--- config.mk ---
export PLATFORM = sky130hd
export DESIGN_NAME = nrdiv_flat
export DESIGN_NICKNAME = d
export VERILOG_FILES = /design/src/rtl/nrdiv_if.sv /design/src/rtl/nrdiv.sv /design/src/flat_wrapper.sv
export SDC_FILE = /design/constraint.sdc
export NUM_CORES = 1
export LEC_CHECK = 0
export ABC_AREA = 0
export CAP_MARGIN = 20
export CORE_MARGIN = 2
export CORE_UTILIZATION = 50
export DETAILED_ROUTE_END_ITERATION = 16
export GPL_TIMING_DRIVEN = 0
export MAX_ROUTING_LAYER = met4
export PLACE_DENSITY = 0.68
export REMOVE_ABC_BUFFERS = 1
export SKIP_CTS_REPAIR_TIMING = 1
export SLEW_MARGIN = 20
export SYNTH_ARGS = -nofsm -noshare
export SYNTH_HDL_FRONTEND = slang
export SYNTH_SLANG_ARGS = --single-unit
--- constraint.sdc ---
create_clock -name clk -period 4.2 [get_ports clk]
set_input_delay 0.84 -clock clk [delete_from_list [all_inputs] [get_ports clk]]
set_output_delay 0.84 -clock clk [all_outputs]
set_load 0.02 [all_outputs]
--- src/rtl/nrdiv_if.sv ---
// Handshake bundle for the non-restoring divider: start pulse, operand beats in,
// result beats out.
interface nrdiv_if #(
  parameter int W = 8
);
  logic         bgn;
  logic [W-1:0] inbus;
  logic         done;
  logic         ovf;
  logic [W-1:0] outbus;

  modport master (output bgn, inbus, input done, ovf, outbus);
  modport slave  (input bgn, inbus, output done, ovf, outbus);
endinterface

--- src/rtl/nrdiv.sv ---
// Sequential unsigned non-restoring divider: 2W-bit dividend / W-bit divisor,
// operands loaded one beat per cycle, remainder then quotient returned on outbus.
module nrdiv #(
  parameter int W = 8
) (
  input  logic   clk,
  input  logic   rst_b,
  nrdiv_if.slave bus
);
  localparam int CW = (W > 1) ? $clog2(W) : 1;
  localparam logic [CW-1:0] CNT_LAST = CW'(W - 1);

  localparam logic [3:0] S_IDLE  = 4'd0;
  localparam logic [3:0] S_LD_AH = 4'd1;
  localparam logic [3:0] S_LD_QL = 4'd2;
  localparam logic [3:0] S_LD_M  = 4'd3;
  localparam logic [3:0] S_CHK   = 4'd4;
  localparam logic [3:0] S_ITER  = 4'd5;
  localparam logic [3:0] S_FIX   = 4'd6;
  localparam logic [3:0] S_OUT_R = 4'd7;
  localparam logic [3:0] S_OUT_Q = 4'd8;

  logic [3:0]    state_q, state_d;
  logic [W+1:0]  a_q, a_d;
  logic [W-1:0]  q_q, q_d;
  logic [W-1:0]  m_q, m_d;
  logic [CW-1:0] cnt_q, cnt_d;
  logic          ovf_q, ovf_d;

  logic [W+1:0]  m_ext;
  logic [W+1:0]  a_shift;
  logic [W+1:0]  a_step;

  // A is a (W+2)-bit two's-complement partial remainder; the old sign picks add vs subtract.
  assign m_ext   = {2'b00, m_q};
  assign a_shift = {a_q[W:0], q_q[W-1]};
  assign a_step  = a_q[W+1] ? (a_shift + m_ext) : (a_shift - m_ext);

  always_comb begin
    state_d = state_q;
    a_d     = a_q;
    q_d     = q_q;
    m_d     = m_q;
    cnt_d   = cnt_q;
    ovf_d   = ovf_q;
    case (state_q)
      S_IDLE:  if (bus.bgn) state_d = S_LD_AH;
      S_LD_AH: begin
        a_d     = {2'b00, bus.inbus};
        state_d = S_LD_QL;
      end
      S_LD_QL: begin
        q_d     = bus.inbus;
        state_d = S_LD_M;
      end
      S_LD_M: begin
        m_d     = bus.inbus;
        cnt_d   = '0;
        state_d = S_CHK;
      end
      S_CHK: begin
        // A high dividend half >= M means the quotient cannot fit in W bits.
        if ((m_q == '0) || (a_q[W-1:0] >= m_q)) begin
          ovf_d   = 1'b1;
          state_d = S_OUT_R;
        end else begin
          state_d = S_ITER;
        end
      end
      S_ITER: begin
        a_d   = a_step;
        q_d   = {q_q[W-2:0], ~a_step[W+1]};
        cnt_d = cnt_q + 1'b1;
        if (cnt_q == CNT_LAST) state_d = S_FIX;
      end
      S_FIX: begin
        if (a_q[W+1]) a_d = a_q + m_ext;
        state_d = S_OUT_R;
      end
      S_OUT_R: state_d = S_OUT_Q;
      S_OUT_Q: begin
        ovf_d   = 1'b0;
        state_d = S_IDLE;
      end
      default: state_d = S_IDLE;
    endcase
  end

  always_ff @(posedge clk or negedge rst_b) begin
    if (!rst_b) begin
      state_q <= S_IDLE;
      a_q     <= '0;
      q_q     <= '0;
      m_q     <= '0;
      cnt_q   <= '0;
      ovf_q   <= 1'b0;
    end else begin
      state_q <= state_d;
      a_q     <= a_d;
      q_q     <= q_d;
      m_q     <= m_d;
      cnt_q   <= cnt_d;
      ovf_q   <= ovf_d;
    end
  end

  always_comb begin
    bus.done   = 1'b0;
    bus.ovf    = 1'b0;
    bus.outbus = '0;
    if (state_q == S_OUT_R) begin
      bus.done   = 1'b1;
      bus.ovf    = ovf_q;
      bus.outbus = ovf_q ? '1 : a_q[W-1:0];
    end else if (state_q == S_OUT_Q) begin
      bus.done   = 1'b1;
      bus.ovf    = ovf_q;
      bus.outbus = ovf_q ? '1 : q_q;
    end
  end
endmodule
--- src/flat_wrapper.sv ---
// flat-port wrapper written by rule: the top's interface ports become plain ports
module nrdiv_flat 
#(
  parameter int W = 8
)
  (clk, rst_b, bus_bgn, bus_inbus, bus_done, bus_ovf, bus_outbus);
  nrdiv_if #(.W(W)) bus_i ();
  input  logic clk;
  input  logic rst_b;
  input wire logic [$bits(bus_i.bgn)-1:0] bus_bgn;
  input wire logic [$bits(bus_i.inbus)-1:0] bus_inbus;
  output wire logic [$bits(bus_i.done)-1:0] bus_done;
  output wire logic [$bits(bus_i.ovf)-1:0] bus_ovf;
  output wire logic [$bits(bus_i.outbus)-1:0] bus_outbus;
  assign bus_i.bgn = bus_bgn;
  assign bus_i.inbus = bus_inbus;
  assign bus_done = bus_i.done;
  assign bus_ovf = bus_i.ovf;
  assign bus_outbus = bus_i.outbus;
  nrdiv #(.W(W)) u_core (.clk(clk), .rst_b(rst_b), .bus(bus_i));
endmodule
==> results.md, run 1 <==
Outcome:
- The run finished with clean final reports.

Clocking:
- The longest clock path from root to sink contains 2 buffers.
- TritonCTS built the clock tree.
- The latest clock arrival within the worst-skew pair is 0.28 ns.
- Counting every sink on the clock net gives 34.
- Clock-pin slew was measured on the worst setup and hold paths at approximately 0.070 ns.
- The number of levels in the clock H-tree is 2.
- The library cell used as clock root buffer is sky130_fd_sc_hd__clkbuf_8.
- The number of clock buffers inserted by TritonCTS is 5.

Timing:
- For the pin with the worst max-slew slack, the measured transition is 1.06 ns.
- Setup slack closes at about 0.46 ns.
- After layout, the worst path uses around 90% of the clock period.
- Setup repair after global routing left no endpoint under its margin.
- The number of hold-slack violations in the final timing report came to 0.
- In this run the tightest slew margin relative to its limit is 28.7%.
- After routing, the total negative slack on setup checks comes to 0 ns.
- The highest clock rate is 0.267 GHz.
- The final critical path time including I/O delays and setup is 3.74 ns.
- The max-slew violation count is 0.
- The worst clock skew on the final layout is 0.00543 ns.
- Setup violations remaining at the end of the flow were counted as 0.

Placed design:
- The final HPWL from detailed placement is roughly 5400 um.
- During placement, the flow inserted port buffers numbering 20.
- The congestion estimate from routability-driven global placement came to 0.925.
- In this run, placement finished with an instance count of 420.
- OpenSTA, run right after detailed placement, puts the worst setup slack at around 0.8 ns.

Final layout:
- The sequential cell area in the final layout is around 850 sq um.
- At the end of the flow, the number of nets in the layout was 397.
- The filler cells instantiated in the layout total 493.
- The post-route netlist has about 6.5% of its cells at a drive strength greater than 1.
- The layout-stage area growth over the synthesis result is 11.5%.
- The multi-input combinational cell area is 0.00186 sq mm.
- The number of antenna diodes in the final layout is 0.
- The post-route non-filler standard cell count is 428.

Global route:
- The global-route congestion overflow total is 0.
- Across every metal layer, demand over resource in global routing totals 24.2%.
- The number of antenna violations at the first check in global routing is 0.
- The via count of the first global-routing pass is 2,386.
- The largest net degree at the start of global routing is 27.
- The first global-routing pass estimated about 12,000 um of wire.

Yosys:
- The cell with the most instances after synthesis is sky130_fd_sc_hd__nor2_1.
- The synthesized design contains 0 enable-type register cells.
- Summed over all instances, the cell type with the most area after synthesis is sky130_fd_sc_hd__dfrtp_1.
- The count of distinct cell types in the synthesized netlist is 53.
- The number of warning messages in the yosys log is 0.
- Summing the sequential cell areas from Yosys gives 29.7% of the chip area.
- The commonest register cell after synthesis is sky130_fd_sc_hd__dfrtp_1.
- The top cell type by area accounts for 29.7% of the synthesized area.
- The commonest cells after synthesis are sky130_fd_sc_hd__nor2_1 (37), sky130_fd_sc_hd__dfrtp_1 (34), sky130_fd_sc_hd__nand2_1 (33), sky130_fd_sc_hd__ha_1 (29), sky130_fd_sc_hd__o21ai_0 (21).
- Summing every instance area after synthesis gives 0.00286 sq mm.
- The number of storage elements in the synthesis netlist is 34.
- In the post-synthesis netlist, the biggest area contributors are sky130_fd_sc_hd__dfrtp_1 (30%), sky130_fd_sc_hd__ha_1 (13%), sky130_fd_sc_hd__nor2_1 (4.9%), sky130_fd_sc_hd__xnor2_1 (4.6%), sky130_fd_sc_hd__nand2_1 (4.3%).
- In this run the mean area of a mapped cell was around 8.4 sq um.
- The async set-reset flop share out of synthesis is 100%.
- Synthesis handed over a netlist of around 340 instances.

Setup path:
- STA classifies the critical path startpoint as a register.
- The endpoint identified for the worst register-to-register timing path is u_core.a_q[9].
- The nature of the critical path endpoint is an output port.
- At the worst endpoint, the required time is ~3.4 ns.
- The critical path crosses 5 cells after its start point.
- The largest single stage delay on the critical path is about 0.70 ns.
- The cell type group with the largest total delay on the critical path is simple AND/OR/NAND/NOR gates.
- The startpoint of the worst setup timing path is u_core.state_q[3].
- The worst-case reg-to-reg path depth is 10.
- The path type of the worst setup path is reg2out.
- The setup check on the worst reg-to-reg path leaves a slack of 1.51 ns.
- The worst register-to-register path begins at u_core.m_q[1].
- Traced cell by cell, the critical path runs through and2b_4, and3_1, nor2b_1, nor2_1, clkdlybuf4s50_1.
- Data arrives at the worst endpoint at 2.90 ns.
- The count of buffering cells on the critical path with inverters included is 1.
- The slowest cell on the critical path is sky130_fd_sc_hd__nor2b_1.
- The peak fanout along the critical path is 18.

Floorplanning:
- The floorplan has 27 rows.
- 21 I/O pins were placed.
- The full die area is about 0.0063 sq mm.
- The core region is 0.00551 sq mm.
- The width of the chip is 79.7 um.
- The overall die height is 79.7 um.
- The starting utilization of the core area is 52.0%.

Drt:
- The DRC marker count from the first detailed-route iteration is 179.
- The DRC violations left is 0.
- The number of vias per cell is 5.73.
- The length of the first detailed-routing pass in iterations is 6.
- Dividing the detail-routed wire length by the instance count gives between 15 and 20 um.
- The routed design has 6960 um of wire.
- The via total after detailed routing is 2,451.
- The post-detailed-route count of antenna-violating nets is 0.

Hold path:
- The type of the tightest min-delay check is in2async.

Run:
- The tool flagged a number of max-cap violations equal to 0.
[cells in the final DEF, fill, tap and decap left out, types with 2 or more instances in the layout]
| master | synthesis | routed |
|---|---|---|
| sky130_fd_sc_hd__a211oi_1 | 12 | 12 |
| sky130_fd_sc_hd__a21o_1 | 3 | 3 |
| sky130_fd_sc_hd__a21oi_1 | 18 | 18 |
| sky130_fd_sc_hd__a221oi_1 | 4 | 4 |
| sky130_fd_sc_hd__a222oi_1 | 2 | 2 |
| sky130_fd_sc_hd__a22o_1 | 2 | 2 |
| sky130_fd_sc_hd__a31oi_1 | 7 | 7 |
| sky130_fd_sc_hd__and2b_4 | 2 | 2 |
| sky130_fd_sc_hd__clkbuf_8 | 1 | 6 |
| sky130_fd_sc_hd__clkdlybuf4s50_1 | 0 | 19 |
| sky130_fd_sc_hd__dfrtp_1 | 34 | 34 |
| sky130_fd_sc_hd__fa_1 | 2 | 2 |
| sky130_fd_sc_hd__ha_1 | 29 | 29 |
| sky130_fd_sc_hd__inv_1 | 19 | 19 |
| sky130_fd_sc_hd__mux2i_1 | 8 | 8 |
| sky130_fd_sc_hd__nand2_1 | 33 | 33 |
| sky130_fd_sc_hd__nand2b_1 | 6 | 6 |
| sky130_fd_sc_hd__nand3_1 | 4 | 4 |
| sky130_fd_sc_hd__nor2_1 | 37 | 37 |
| sky130_fd_sc_hd__nor2b_1 | 13 | 13 |
| sky130_fd_sc_hd__nor3_1 | 4 | 4 |
| sky130_fd_sc_hd__o211ai_1 | 3 | 3 |
| sky130_fd_sc_hd__o21a_1 | 2 | 2 |
| sky130_fd_sc_hd__o21ai_0 | 21 | 21 |
| sky130_fd_sc_hd__o21ai_1 | 12 | 12 |
| sky130_fd_sc_hd__o22ai_1 | 4 | 4 |
| sky130_fd_sc_hd__or2_1 | 2 | 2 |
| sky130_fd_sc_hd__xnor2_1 | 15 | 15 |
| sky130_fd_sc_hd__xor2_1 | 6 | 6 |
[registers in the layout (all words and copies together) (netlist names)]
name	flops
u_core.q_q	8
u_core.state_q	4
u_core.ovf_q	1
u_core.a_q	10
u_core.m_q	8
u_core.cnt_q	3
[layout make-up]
class	instances	share of cell area [%]
clock buffers	7	2.71
well taps	72	2.82
clock inverters	1	0.157
multi-input cells	272	58.3
repair buffers	22	6.98
flip-flops and latches	34	26.7
inverters	20	2.35
[per-layer routing]
metal  track usage (%)  share of wire [%]
met4              6.90                1.6
met1              32.1                 48
met2              38.0                 46
met5                 -                  0
met3              4.30                4.2
[worst max-delay path by stage]
stage | endpoint | slack [ns]
2_1_floorplan | bus_ovf | 1.59
3_3_place_gp | bus_outbus[7] | 0.81
3_5_place_dp | bus_outbus[7] | 0.82
4_1_cts | bus_outbus[7] | 0.50
5_1_grt | bus_outbus[7] | 0.22
6_report | bus_outbus[7] | 0.46
[worst reg2reg max path, cell delays in order (launching register included)]
cell                       delay (ns)
sky130_fd_sc_hd__dfrtp_1         0.41
sky130_fd_sc_hd__inv_1           0.19
sky130_fd_sc_hd__ha_1            0.27
sky130_fd_sc_hd__a21oi_1         0.10
sky130_fd_sc_hd__xnor2_1         0.14
sky130_fd_sc_hd__ha_1            0.37
sky130_fd_sc_hd__nand3_1         0.09
sky130_fd_sc_hd__o22ai_1         0.26
sky130_fd_sc_hd__o21ai_0         0.18
sky130_fd_sc_hd__xnor2_1         0.42
sky130_fd_sc_hd__o211ai_1        0.13
[cells by family after synthesis]
family	after synthesis	synth area share [%]
muxes	9	3.19
xor gates and xnor gates	21	6.42
and+or+nand+nor	113	19.3
adders and majority gates	31	14.1
DFF	34	29.7
AOI/OAI and AO/OA	98	21.8
buffers and inverters	33	5.46
[per-stage QoR]
stage          hold WS [ns]  util, %  instance area, sq um
2_1_floorplan         0.468        -                  2780
4_1_cts               0.423     57.9                  3190
3_3_place_gp          0.484     55.8                  3070
5_1_grt               0.428     57.9                  3190
3_5_place_dp          0.486     56.3                  3100
6_report              0.423     57.9                  3190
Power of run 1 is not shown: default switching activity piles up to over one toggle a cycle in this logic, so the estimate is an artifact.
==> run 2: changes to the inputs <==
- CAP_MARGIN: 20 -> default
- CORE_ASPECT_RATIO: default -> 1.1
- CTS_CLUSTER_DIAMETER: default -> 40
==> run 2 against run 1 <==
Setup slack better by 0.098 ns. Core utilization is 0.51 points higher. Hold slack better by 0.0016 ns. Sequential share of layout area hardly changed. Clock skew is 0.0025 ns higher. Fmax is 2.7% higher. Non-clock buffer count stayed put. Global-route usage is 0.91 points lower. Highest routed layer unchanged.
==> results.md, run 2 (synthesis gave the netlist of run 1 again) <==
Floorplanning:
- The width of the chip is 76.1 um (was 79.7 um).
- The count of standard-cell rows is 28 (was 27).
- The placeable core region is 0.00547 sq mm (was 0.00551 sq mm).
- The number of primary I/O pins is 21 (unchanged).
- The full die area is 0.00635 sq mm (about the same).
- The overall die height is 83.4 um (was 79.7 um).
- The starting utilization of the core area is 52.4% (was 52.0%).

Timing:
- The worst clock skew on the final layout is 0.00790 ns (was 0.00543 ns).
- The worst relative slew slack is 29.7% (was 28.7%).
- The number of hold-slack violations in the final timing report is 0 (unchanged).
- The share of the cycle needed by the critical path after routing is 86.7% (was 89.1%).
- Setup repair after global routing missed its margin: no (unchanged).
- The actual slew at the worst max-slew pin is 1.05 ns (was 1.06 ns).
- The max-slew violation count was 0 (unchanged).
- The highest clock rate is 0.275 GHz (was 0.267 GHz).
- The final critical path time including I/O delays and setup was 3.64 ns (was 3.74 ns).
- The number of failing setup endpoints in the final timing report is 0 (unchanged).
- The summed negative setup slack over all endpoints is 0 ns (unchanged).

Setup path:
- The slowest cell on the critical path is sky130_fd_sc_hd__clkdlybuf4s50_1 (was sky130_fd_sc_hd__nor2b_1).
- The largest stage delay on the critical path was 0.62 ns (was 0.70 ns).
- The worst-case reg-to-reg path depth is 10 (unchanged).
- The required time at the worst-slack endpoint is 3.36 ns (about the same).
- The path type of the worst setup path was reg2out (unchanged).
- The endpoint of the worst-slack reg-to-reg timing path is u_core.q_q[0] (was u_core.a_q[9]).
- The arrival time reported for the critical path endpoint is 2.80 ns (was 2.90 ns).
- The count of buffering cells on the critical path with inverters included came to 1 (unchanged).
- Critical path cell sequence: and2b_4, and3_1, nor2b_1, nor2_1, clkdlybuf4s50_1 (unchanged).
- The startpoint class of the critical path is a register (unchanged).
- The peak fanout along the critical path came to 18 (unchanged).
- The launch point of the worst reg-to-reg path is u_core.m_q[0] (was u_core.m_q[1]).
- The setup slack of the worst register-to-register path is 1.53 ns (was 1.51 ns).
- The cell type group with the largest total delay on the critical path is simple AND/OR/NAND/NOR gates (unchanged).
- The nature of the critical path endpoint is an output port (unchanged).

Placed design:
- The number of I/O port buffers is 20 (unchanged).
- The instance area at placement was 0.00310 sq mm (about the same).
- The routability-driven placement congestion ratio is 0.906 (was 0.925).
- The final HPWL from detailed placement is 5380 um (was 5420 um).

Drt:
- The via total after detailed routing is 2,458 (was 2,451).
- The length of the first detailed-routing pass in iterations is 4 (was 6).
- The post-detailed-route count of antenna-violating nets is 0 (unchanged).
- The DRC marker count from the first detailed-route iteration is 154 (was 179).
- The number of vias per cell is 5.70 (was 5.73).
- The DRC violations left is 0 (unchanged).
- The average detailed-routed wire length per instance is 15.9 um (was 16.3 um).
- The total length of routed wires was 6830 um (was 6960 um).

Global route:
- The global routing usage summed across all routing layers came to 23.3% (was 24.2%).
- The via count of the first global-routing pass was 2,412 (was 2,386).
- The wire length of the first global-routing pass was 11,600 um (about the same).
- The largest net degree at the start of global routing is 25 (was 27).
- The global-route congestion overflow total came to 0 (unchanged).
- The number of antenna violations at the first check in global routing is 0 (unchanged).

Final layout:
- Registers with the most flip-flops: u_core.a_q: 10 flops, u_core.m_q: 8 flops, u_core.q_q: 8 flops (unchanged).
- The net count reported at finish is 397 (unchanged).
- The layout-stage area growth over the synthesis result was 11.6% (was 11.5%).
- Most frequent cells in the layout: sky130_fd_sc_hd__nor2_1 (37), sky130_fd_sc_hd__dfrtp_1 (34), sky130_fd_sc_hd__nand2_1 (33) (unchanged).
- The antenna diode instance count is 0 (unchanged).
- The flip-flop count of the largest register, all copies and words added is 10 (unchanged).
- The register containing the most flip-flops in the final layout is u_core.a_q (unchanged).
- The leading cell type in the layout, fill and taps excluded is sky130_fd_sc_hd__nor2_1 (unchanged).
- The proportion of layout cells with a drive suffix above 1 is 6.46% (unchanged).
- The finished layout cell area is 0.00319 sq mm (about the same).

Clocking:
- The CTS tree is done (unchanged).
- The number of clock buffers inserted by TritonCTS is 5 (unchanged).
- The number of sinks driven by the clock tree is 34 (unchanged).
- The library cell used as clock root buffer is sky130_fd_sc_hd__clkbuf_8 (unchanged).
- The clock transition at the registers of the reported paths was 0.07 ns (about the same).
- The number of levels in the clock H-tree is 2 (unchanged).
- The maximum clock insertion buffer count is 2 (unchanged).
- The latest clock arrival within the worst-skew pair is 0.29 ns (was 0.28 ns).

Run:
- The max-cap check violation count came to 0 (unchanged).

Hold path:
- The type of the tightest min-delay check is in2async (unchanged).

Outcome:
- Status: finished clean (unchanged).
run 2: stage by stage:
stage          setup WS, ns  utilization (%)  cells  hold slack, ns
6_report              0.558             58.4    431           0.425
5_1_grt               0.379             58.4    431           0.445
4_1_cts               0.577             58.4    431           0.431
3_5_place_dp          0.893             56.8    423           0.496
3_3_place_gp          0.884             56.3    421           0.483
2_1_floorplan          1.59                -    326           0.468
run 2: routing by layer:
layer | vias up | track usage, % | part of all wire, %
li1 | 1223 | - | -
met1 | 1174 | 28.8 | 44
met2 | 48 | 39.1 | 50
met3 | 13 | 3.26 | 4.1
met4 | 0 | 7.93 | 1.9
met5 | - | - | 0
run 2: worst register-to-register path: cells and delay by family (launching register included):
| kind | cells | cell delay [ns] |
|---|---|---|
| AO/OA/AOI/OAI | 4 | 0.67 |
| multiplexers | 1 | 0.28 |
| XOR/XNOR | 1 | 0.40 |
| AND/OR/NAND/NOR | 1 | 0.08 |
| buffers and inverters | 1 | 0.11 |
| flip-flops | 1 | 0.45 |
| adder cells (fa/ha/maj) | 2 | 0.60 |
run 2: layout make-up:
cell class	count	area, sq um
clock buffer	7	86.3
clock inverter	1	5.00
fill	534	2270
inverter	20	75.1
multi-input combinational	272	1860
sequential	34	851
tap	75	93.8
timing repair buffer	22	223
run 2: how the worst max path moves through the flow:
stage | startpoint | to | slack, ns | depth (start not counted)
after global routing | u_core.state_q[3] | bus_outbus[1] | 0.38 | 5
final | u_core.state_q[3] | bus_outbus[1] | 0.56 | 5
after CTS | u_core.state_q[3] | bus_outbus[1] | 0.58 | 5
after floorplan | u_core.state_q[3] | bus_ovf | 1.59 | 4
after detailed placement | u_core.state_q[3] | bus_outbus[7] | 0.89 | 5
after global placement | u_core.state_q[3] | bus_outbus[0] | 0.88 | 5
Power of run 2 is left out for the same reason.
